[src/rtl/led_pattern_gen.sv]
// Purpose : LED pattern generator (binary count, rotate, bounce, Gray count) stepped by a prescaler.
// Latency : runled/tick are registered; a step shows on the edge that ends the last prescaler cycle.
// Backpr. : none; enable=0 freezes prescaler and pattern, a mode change reloads the pattern at once.
//
// Ports:
//   clk     - single clock, all state on its rising edge
//   reset   - asynchronous, active-high reset
//   enable  - 1 runs prescaler and pattern, 0 freezes both (tick forced low)
//   mode    - 00 binary count, 01 rotate, 10 bounce, 11 Gray count
//   runled  - registered LED pattern, LED_WIDTH bits
//   tick    - registered one-cycle strobe, high in the cycle runled first shows a new step
module led_pattern_gen #(
  parameter int unsigned LED_WIDTH  = 10,
  parameter int unsigned DECIMATION = 20'd1000000
) (
  input  logic                 clk,
  input  logic                 reset,
  input  logic                 enable,
  input  logic [1:0]           mode,
  output logic [LED_WIDTH-1:0] runled,
  output logic                 tick
);

  localparam logic [1:0] MODE_COUNT  = 2'b00;
  localparam logic [1:0] MODE_ROTATE = 2'b01;
  localparam logic [1:0] MODE_BOUNCE = 2'b10;
  localparam logic [1:0] MODE_GRAY   = 2'b11;

  localparam logic [19:0]          PRESC_LAST = 20'(DECIMATION - 1);
  localparam logic [LED_WIDTH-1:0] LED_ONE    = {{(LED_WIDTH-1){1'b0}}, 1'b1};

  // ---------------------------------------------------------------------------
  // State
  // ---------------------------------------------------------------------------
  logic [19:0]          presc_q,  presc_d;
  logic [1:0]           mode_q,   mode_d;
  logic [LED_WIDTH-1:0] cnt_q,    cnt_d;     // binary count shared by modes 00 and 11
  logic [LED_WIDTH-1:0] runled_q, runled_d;
  logic                 dir_up_q, dir_up_d;  // bounce direction, 1 = toward MSB
  logic                 tick_q,   tick_d;

  // ---------------------------------------------------------------------------
  // Step qualification
  // ---------------------------------------------------------------------------
  logic mode_chg;
  logic presc_wrap;
  logic step;

  assign mode_chg   = (mode != mode_q);
  assign presc_wrap = (presc_q == PRESC_LAST);
  // A pending mode change always wins over a coinciding step.
  assign step       = enable & presc_wrap & ~mode_chg;

  // ---------------------------------------------------------------------------
  // Per-mode next patterns
  // ---------------------------------------------------------------------------
  logic [LED_WIDTH-1:0] cnt_inc;
  logic [LED_WIDTH-1:0] gray_next;
  logic [LED_WIDTH-1:0] rot_next;
  logic [LED_WIDTH-1:0] bounce_next;
  logic                 bounce_dir_next;

  assign cnt_inc   = cnt_q + LED_ONE;
  assign gray_next = cnt_inc ^ (cnt_inc >> 1);
  assign rot_next  = {runled_q[LED_WIDTH-2:0], runled_q[LED_WIDTH-1]};

  // Direction flips on the step that lands on an end bit, so each end bit
  // is shown for exactly one step before the dot heads back.
  always_comb begin
    bounce_next     = runled_q;
    bounce_dir_next = dir_up_q;
    if (dir_up_q) begin
      bounce_next = runled_q << 1;
      if (bounce_next[LED_WIDTH-1]) begin
        bounce_dir_next = 1'b0;
      end
    end else begin
      bounce_next = runled_q >> 1;
      if (bounce_next[0]) begin
        bounce_dir_next = 1'b1;
      end
    end
  end

  // ---------------------------------------------------------------------------
  // Next-state logic
  // ---------------------------------------------------------------------------
  always_comb begin
    mode_d   = mode;
    presc_d  = presc_q;
    cnt_d    = cnt_q;
    runled_d = runled_q;
    dir_up_d = dir_up_q;
    tick_d   = 1'b0;

    if (mode_chg) begin
      // Load the initial state of the new mode, independent of enable.
      presc_d  = '0;
      cnt_d    = '0;
      dir_up_d = 1'b1;
      if ((mode == MODE_ROTATE) || (mode == MODE_BOUNCE)) begin
        runled_d = LED_ONE;
      end else begin
        runled_d = '0;
      end
    end else if (enable) begin
      presc_d = presc_wrap ? '0 : presc_q + 20'd1;
      if (step) begin
        tick_d = 1'b1;
        unique case (mode_q)
          MODE_COUNT: begin
            cnt_d    = cnt_inc;
            runled_d = cnt_inc;
          end
          MODE_ROTATE: begin
            runled_d = rot_next;
          end
          MODE_BOUNCE: begin
            runled_d = bounce_next;
            dir_up_d = bounce_dir_next;
          end
          MODE_GRAY: begin
            cnt_d    = cnt_inc;
            runled_d = gray_next;
          end
          default: begin
            runled_d = runled_q;
          end
        endcase
      end
    end
  end

  // ---------------------------------------------------------------------------
  // State registers
  // ---------------------------------------------------------------------------
  always_ff @(posedge clk or posedge reset) begin
    if (reset) begin
      presc_q  <= '0;
      mode_q   <= MODE_COUNT;
      cnt_q    <= '0;
      runled_q <= '0;
      dir_up_q <= 1'b1;
      tick_q   <= 1'b0;
    end else begin
      presc_q  <= presc_d;
      mode_q   <= mode_d;
      cnt_q    <= cnt_d;
      runled_q <= runled_d;
      dir_up_q <= dir_up_d;
      tick_q   <= tick_d;
    end
  end

  // ---------------------------------------------------------------------------
  // Outputs
  // ---------------------------------------------------------------------------
  assign runled = runled_q;
  assign tick   = tick_q;

endmodule

[config.mk]
export PLATFORM = sky130hd
export DESIGN_NAME = led_pattern_gen
export DESIGN_NICKNAME = d
export VERILOG_FILES = /design/src/rtl/led_pattern_gen.sv
export SDC_FILE = /design/constraint.sdc
export NUM_CORES = 1
export LEC_CHECK = 0
export BUFFER_PORTS_ARGS = -buffer_cell sky130_fd_sc_hd__buf_4
export CAP_MARGIN = 15
export CORE_MARGIN = 5
export CORE_UTILIZATION = 45
export DETAILED_ROUTE_END_ITERATION = 16
export GPL_TIMING_DRIVEN = 0
export SETUP_SLACK_MARGIN = 0.5
export SLEW_MARGIN = 5
export SYNTH_ARGS = -nofsm -noshare
export SYNTH_HDL_FRONTEND = slang
export SYNTH_SLANG_ARGS = --single-unit
[constraint.sdc]
create_clock -name clk -period 3.1 [get_ports clk]
set_input_delay 0.62 -clock clk [delete_from_list [all_inputs] [get_ports clk]]
set_output_delay 0.62 -clock clk [all_outputs]
set_load 0.03 [all_outputs]
* Word-level counts from Yosys, hierarchy flattened
Cells that the tools add are included.
Widths: inputs -> output; s select.
** Cells by class
- Add/sub/neg operators :: 2
- Equal/unequal tests :: 7
- Mux-type cells :: 23
- Bitwise gates (word level) :: 4
- Reductions and logical operators :: 10
** Operators by type and width (count)
- $mux 10 :: 8
- $mux 20 :: 3
- $pmux 10 s4 :: 1
- $add 20x1->20 const B :: 1
- $eq 20x20->1 const B :: 1
- $mux 1 :: 11
- $add 10x1->10 const B :: 1
- $xor 10x9->10 :: 1
- $reduce_bool 2->1 :: 4
- $eq 2x2->1 const B :: 3
- $reduce_and 3->1 :: 2
- $eq 2x1->1 const B :: 2
- $and 1x1->1 :: 2
- $logic_not 2->1 :: 1
- $ne 2x2->1 :: 1
- $reduce_and 2->1 :: 1
- $reduce_or 2->1 :: 1
- $logic_or 1x1->1 :: 1
- $not 1->1 :: 1
** Word-level totals
- Register bits after elaboration :: 44
- Input port bits :: 5
- Output and inout port bits :: 11
- Logic and storage cells :: 52

* Longest topological paths before layout
- Depth after elaboration :: 6
- Depth in mapped cells :: 9
- Depth with buffers taken out :: 8

* Worst setup path before layout
No wires, ideal clock.
- Path type :: register -> register
- From :: register presc_q[13]
- To :: register cnt_q[1]
- Setup time :: 0.132 ns
- Arrival time :: 1.802 ns
- Required time :: 2.968 ns
- Slack :: 1.166 ns
- Cell stages (with the launch flop) :: 8
- Buffers on the path :: 1
- Clock period less this slack :: 1.934 ns
- Path through :: dfrtp_1 > or4_4 > nor4_4 > nand3_4 > buf_6 > nor2_2 > mux2i_1 > nor2_1
** Between the ends
- Longest elaborated chain between the ends :: 5
** Ends and longest elaborated chain
- start: declaration :: RTL line 35 : logic [19:0] presc_q, presc_d;
- start signal: assignment :: RTL line 146 : presc_q <= presc_d;
- $eq 20x20->1 :: RTL line 50 : assign presc_wrap = (presc_q == PRESC_LAST);
- $and 1x1->1 (2 in series) :: RTL line 52 : assign step = enable & presc_wrap & ~mode_chg;
- $reduce_bool 2->1 (no line)
- $reduce_and 3->1 (no line)
- end signal: assignment :: RTL line 148 : cnt_q <= cnt_d;
- end: declaration :: RTL line 37 : logic [LED_WIDTH-1:0] cnt_q, cnt_d;
Every way passes these cells.
A chain may end at the register's enable or synchronous reset.

* Worst setup path after layout
- From :: register presc_q[10]
- To :: register runled_q[4] (netlist: runled[4])
** Between the ends
- Longest elaborated chain between the ends :: 5
** Ends and longest elaborated chain
- $eq 20x20->1 :: RTL line 50
- $and 1x1->1 (2 in series) :: RTL line 52
- $reduce_bool 2->1 (no line)
- $reduce_and 2->1 (no line)
- end signal: assignment :: RTL line 149 : runled_q <= runled_d;
- end: declaration :: RTL line 38 : logic [LED_WIDTH-1:0] runled_q, runled_d;
Every way passes these cells.

==> results.py <==
metrics = {
    "cells_and_area": {
        "layout-drive-gt1-share_pct": 14.0,
        "fin_util_pct": 51.8,
        "syn_to_final_growth_pct": 12.2,
        "final_common_cell": "dfrtp_1",
        "final_nets": 369,
        "antenna_cells": 0,
        "mostFrequentLayoutCells": "dfrtp_1, nor2_1, xnor2_1",
    },
    "yosys": {
        "ys_seq_area_share_pct": 37.6,
        "synth.avg_cell_area_um2": 8.75,
        "synth_cell_types": 56,
        "synth_edf_count": 0,
        "postSynthRegisterBits": 44,
        "synthFlopType": "dfrtp_1",
        "ys_top_cells_by_area": "dfrtp_1, xnor2_1, a21oi_1",
        "netlist.area_leader.share_pct": 36.7,
        "synth_area_leader_cell": "dfrtp_1",
        "synth_area_um2": 2930,
        "postSynthCellCount": 335,
        "synth_nets": 346,
        "yosys_warnings": 0,
        "async_flop_share_pct": 100,
    },
    "critical_path": {
        "r2r_slack_ns": 0.87,
        "timing.rr.start": "presc_q[10]$_DFFE_PP0P_",
        "reg2reg_to": "runled[4]$_DFFE_PP0P_",
        "startpoint_type": "flop",
        "worstRegToRegCells": 6,
        "arrival_ns": 2.45,
        "crit_type": "reg2reg",
        "end_kind": "flop",
        "worst-path-max-fanout": 5,
        "cp.required_ns": 3.32,
    },
    "detailed_routing": {
        "drc": 0,
        "drtIter0Drc": 151,
        "wl_um": 7160,
        "viasPerCell": 5.77,
        "vias": 2509,
        "ant_nets": 0,
        "wire_per_inst_um": 16.5,
        "firstDrtPassIters": 5,
    },
    "global_routing": {
        "grt-ovfl-total": 0,
        "grt_pass1_wl_um": 12400,
        "track_usage_pct": 18.0,
        "grt_antenna_before_repair": 0,
        "grt_max_degree": 30,
        "grt_pass1_vias": 2461,
    },
    "sta": {
        "clock_skew_ns": 0.00400,
        "worst_pin_slew_ns": 0.781,
        "setup_viol": 0,
        "fmax_mhz": 449,
        "finalSetupTns_ns": 0,
        "rsz0062_at_grt": "false",
        "hold_viol": 0,
        "finalMaxSlewViolations": 0,
        "fin_crit_ns": 2.23,
        "maxSlewHeadroom_pct": 47.7,
        "finalCritPeriodShare_pct": 71.8,
    },
    "clock_network": {
        "cts_sinks": 44,
        "worst_setup_hold_path_clk_slew_ns": 0.09,
        "cts_resized": 0,
        "clkLatencyLatePin_ns": 0.30,
        "hold_buffers": 0,
        "cts_max_level": 2,
        "root_buffer": "clkbuf_8",
        "cts_inserted_buffers": 5,
        "postCtsSetupRepairBufs": 0,
        "clock_path_buffers": 2,
        "cts_tree": "built",
    },
    "floorplan": {
        "die_h_um": 90.7,
        "initial_utilization_pct": 46.1,
        "ios": 16,
        "die_w_um": 90.7,
        "dieArea_um2": 8230,
        "core-area_um2": 6350,
        "row_count": 29,
    },
    "placed_design": {
        "port_buffers": 15,
        "place_congestion": 0.852,
        "hpwl_um": 5270,
    },
    "hold_path": {
        "hold_class": "in2async",
    },
    "run_status": {
        "status": "finished clean",
    },
    "run": {
        "drv_cap": 0,
    },
    "pwr": {
        "p_per_area_nw_per_um2": 369,
        "ir_drop_uv": 212,
        "leakage_nw": 1.25,
    },
}
-- flip-flops by register name, summed over array words and instances, names as in the netlist --
register	cells
mode_q	2
dir_up_q	1
cnt_q	10
tick	1
runled	10
presc_q	20
-- per-stage QoR --
| step | hold WS [ns] | worst slack [ns] | area, um^2 | total power, mW | std cells |
|---|---|---|---|---|---|
| after global placement | 0.522 | 0.760 | 3140 | 0.700 | 427 |
| after floorplan | 0.504 | 1.17 | 2930 | 0.664 | 335 |
| after detailed placement | 0.537 | 0.766 | 3160 | 0.703 | 428 |
| final | 0.297 | 0.873 | 3290 | 1.21 | 435 |
| after CTS | 0.303 | 0.842 | 3290 | 1.23 | 435 |
| after global routing | 0.318 | 0.697 | 3290 | 1.27 | 435 |
-- worst max-delay path by stage --
stage	startpoint	end	cells past startpoint
after detailed placement	mode[0]	presc_q[17]$_DFFE_PP0P_	7
after global placement	reset	presc_q[1]$_DFFE_PP0P_	2
after CTS	presc_q[12]$_DFFE_PP0P_	runled[4]$_DFFE_PP0P_	6
after floorplan	presc_q[13]$_DFFE_PP0P_	cnt_q[1]$_DFFE_PP0P_	7
after global routing	presc_q[12]$_DFFE_PP0P_	runled[4]$_DFFE_PP0P_	6
final	presc_q[10]$_DFFE_PP0P_	runled[4]$_DFFE_PP0P_	6
-- critical path, cell delays in order (launching register included) --
cell,delay [ns]
dfrtp_1,0.45
nor4b_1,0.32
nand4b_1,0.19
nor4_2,0.36
nand2_1,0.25
or3_1,0.42
a21oi_1,0.16
-- synth_stat cells (5+ instances only) --
master and number:
nor3_1 5, dfrtp_1 43, or3_1 8, nor3_2 5, a21oi_1 27, inv_1 11, mux2_2 5, o211ai_1 5
clkbuf_1 14, ha_1 6, nor2_1 34, nand2_1 25, o21ai_0 22, a221o_1 5, xnor2_1 28, xor2_1 7
nand3_1 15
-- cells by family after synthesis --
logic type,after synthesis,synth area share [%]
buf+inv,33,4.70
flops,44,37.6
compound gates,83,17.5
mux,7,2.60
simple gates,127,24.6
xor+xnor,35,10.5
fa+ha+maj,6,2.56
-- power breakdown --
part,internal [mW],total (mW),switching (mW)
clock network,0.317,0.521,0.203
registers,0.578,0.584,0.00613
logic,0.0324,0.107,0.0749
total,0.928,1.21,0.284
-- per-layer routing --
layer,vias to the layer above,global-route usage (%),share of wire (%)
met2,81,27.1,44
met3,12,3.17,5.1
li1,1246,-,-
met4,0,5.21,1.4
met5,-,0,0
met1,1170,26.2,49
-- cell type report --
class	count	area [um^2]
Fill cell	626	3060
Timing Repair Buffer	16	133
Clock inverter	2	60.1
Multi-Input combinational cell	258	1690
Sequential cell	44	1100
Buffer	22	96.3
Clock buffer	5	68.8
Tap cell	77	96.3
Inverter	11	41.3
Power figures use the tool's default switching activity.
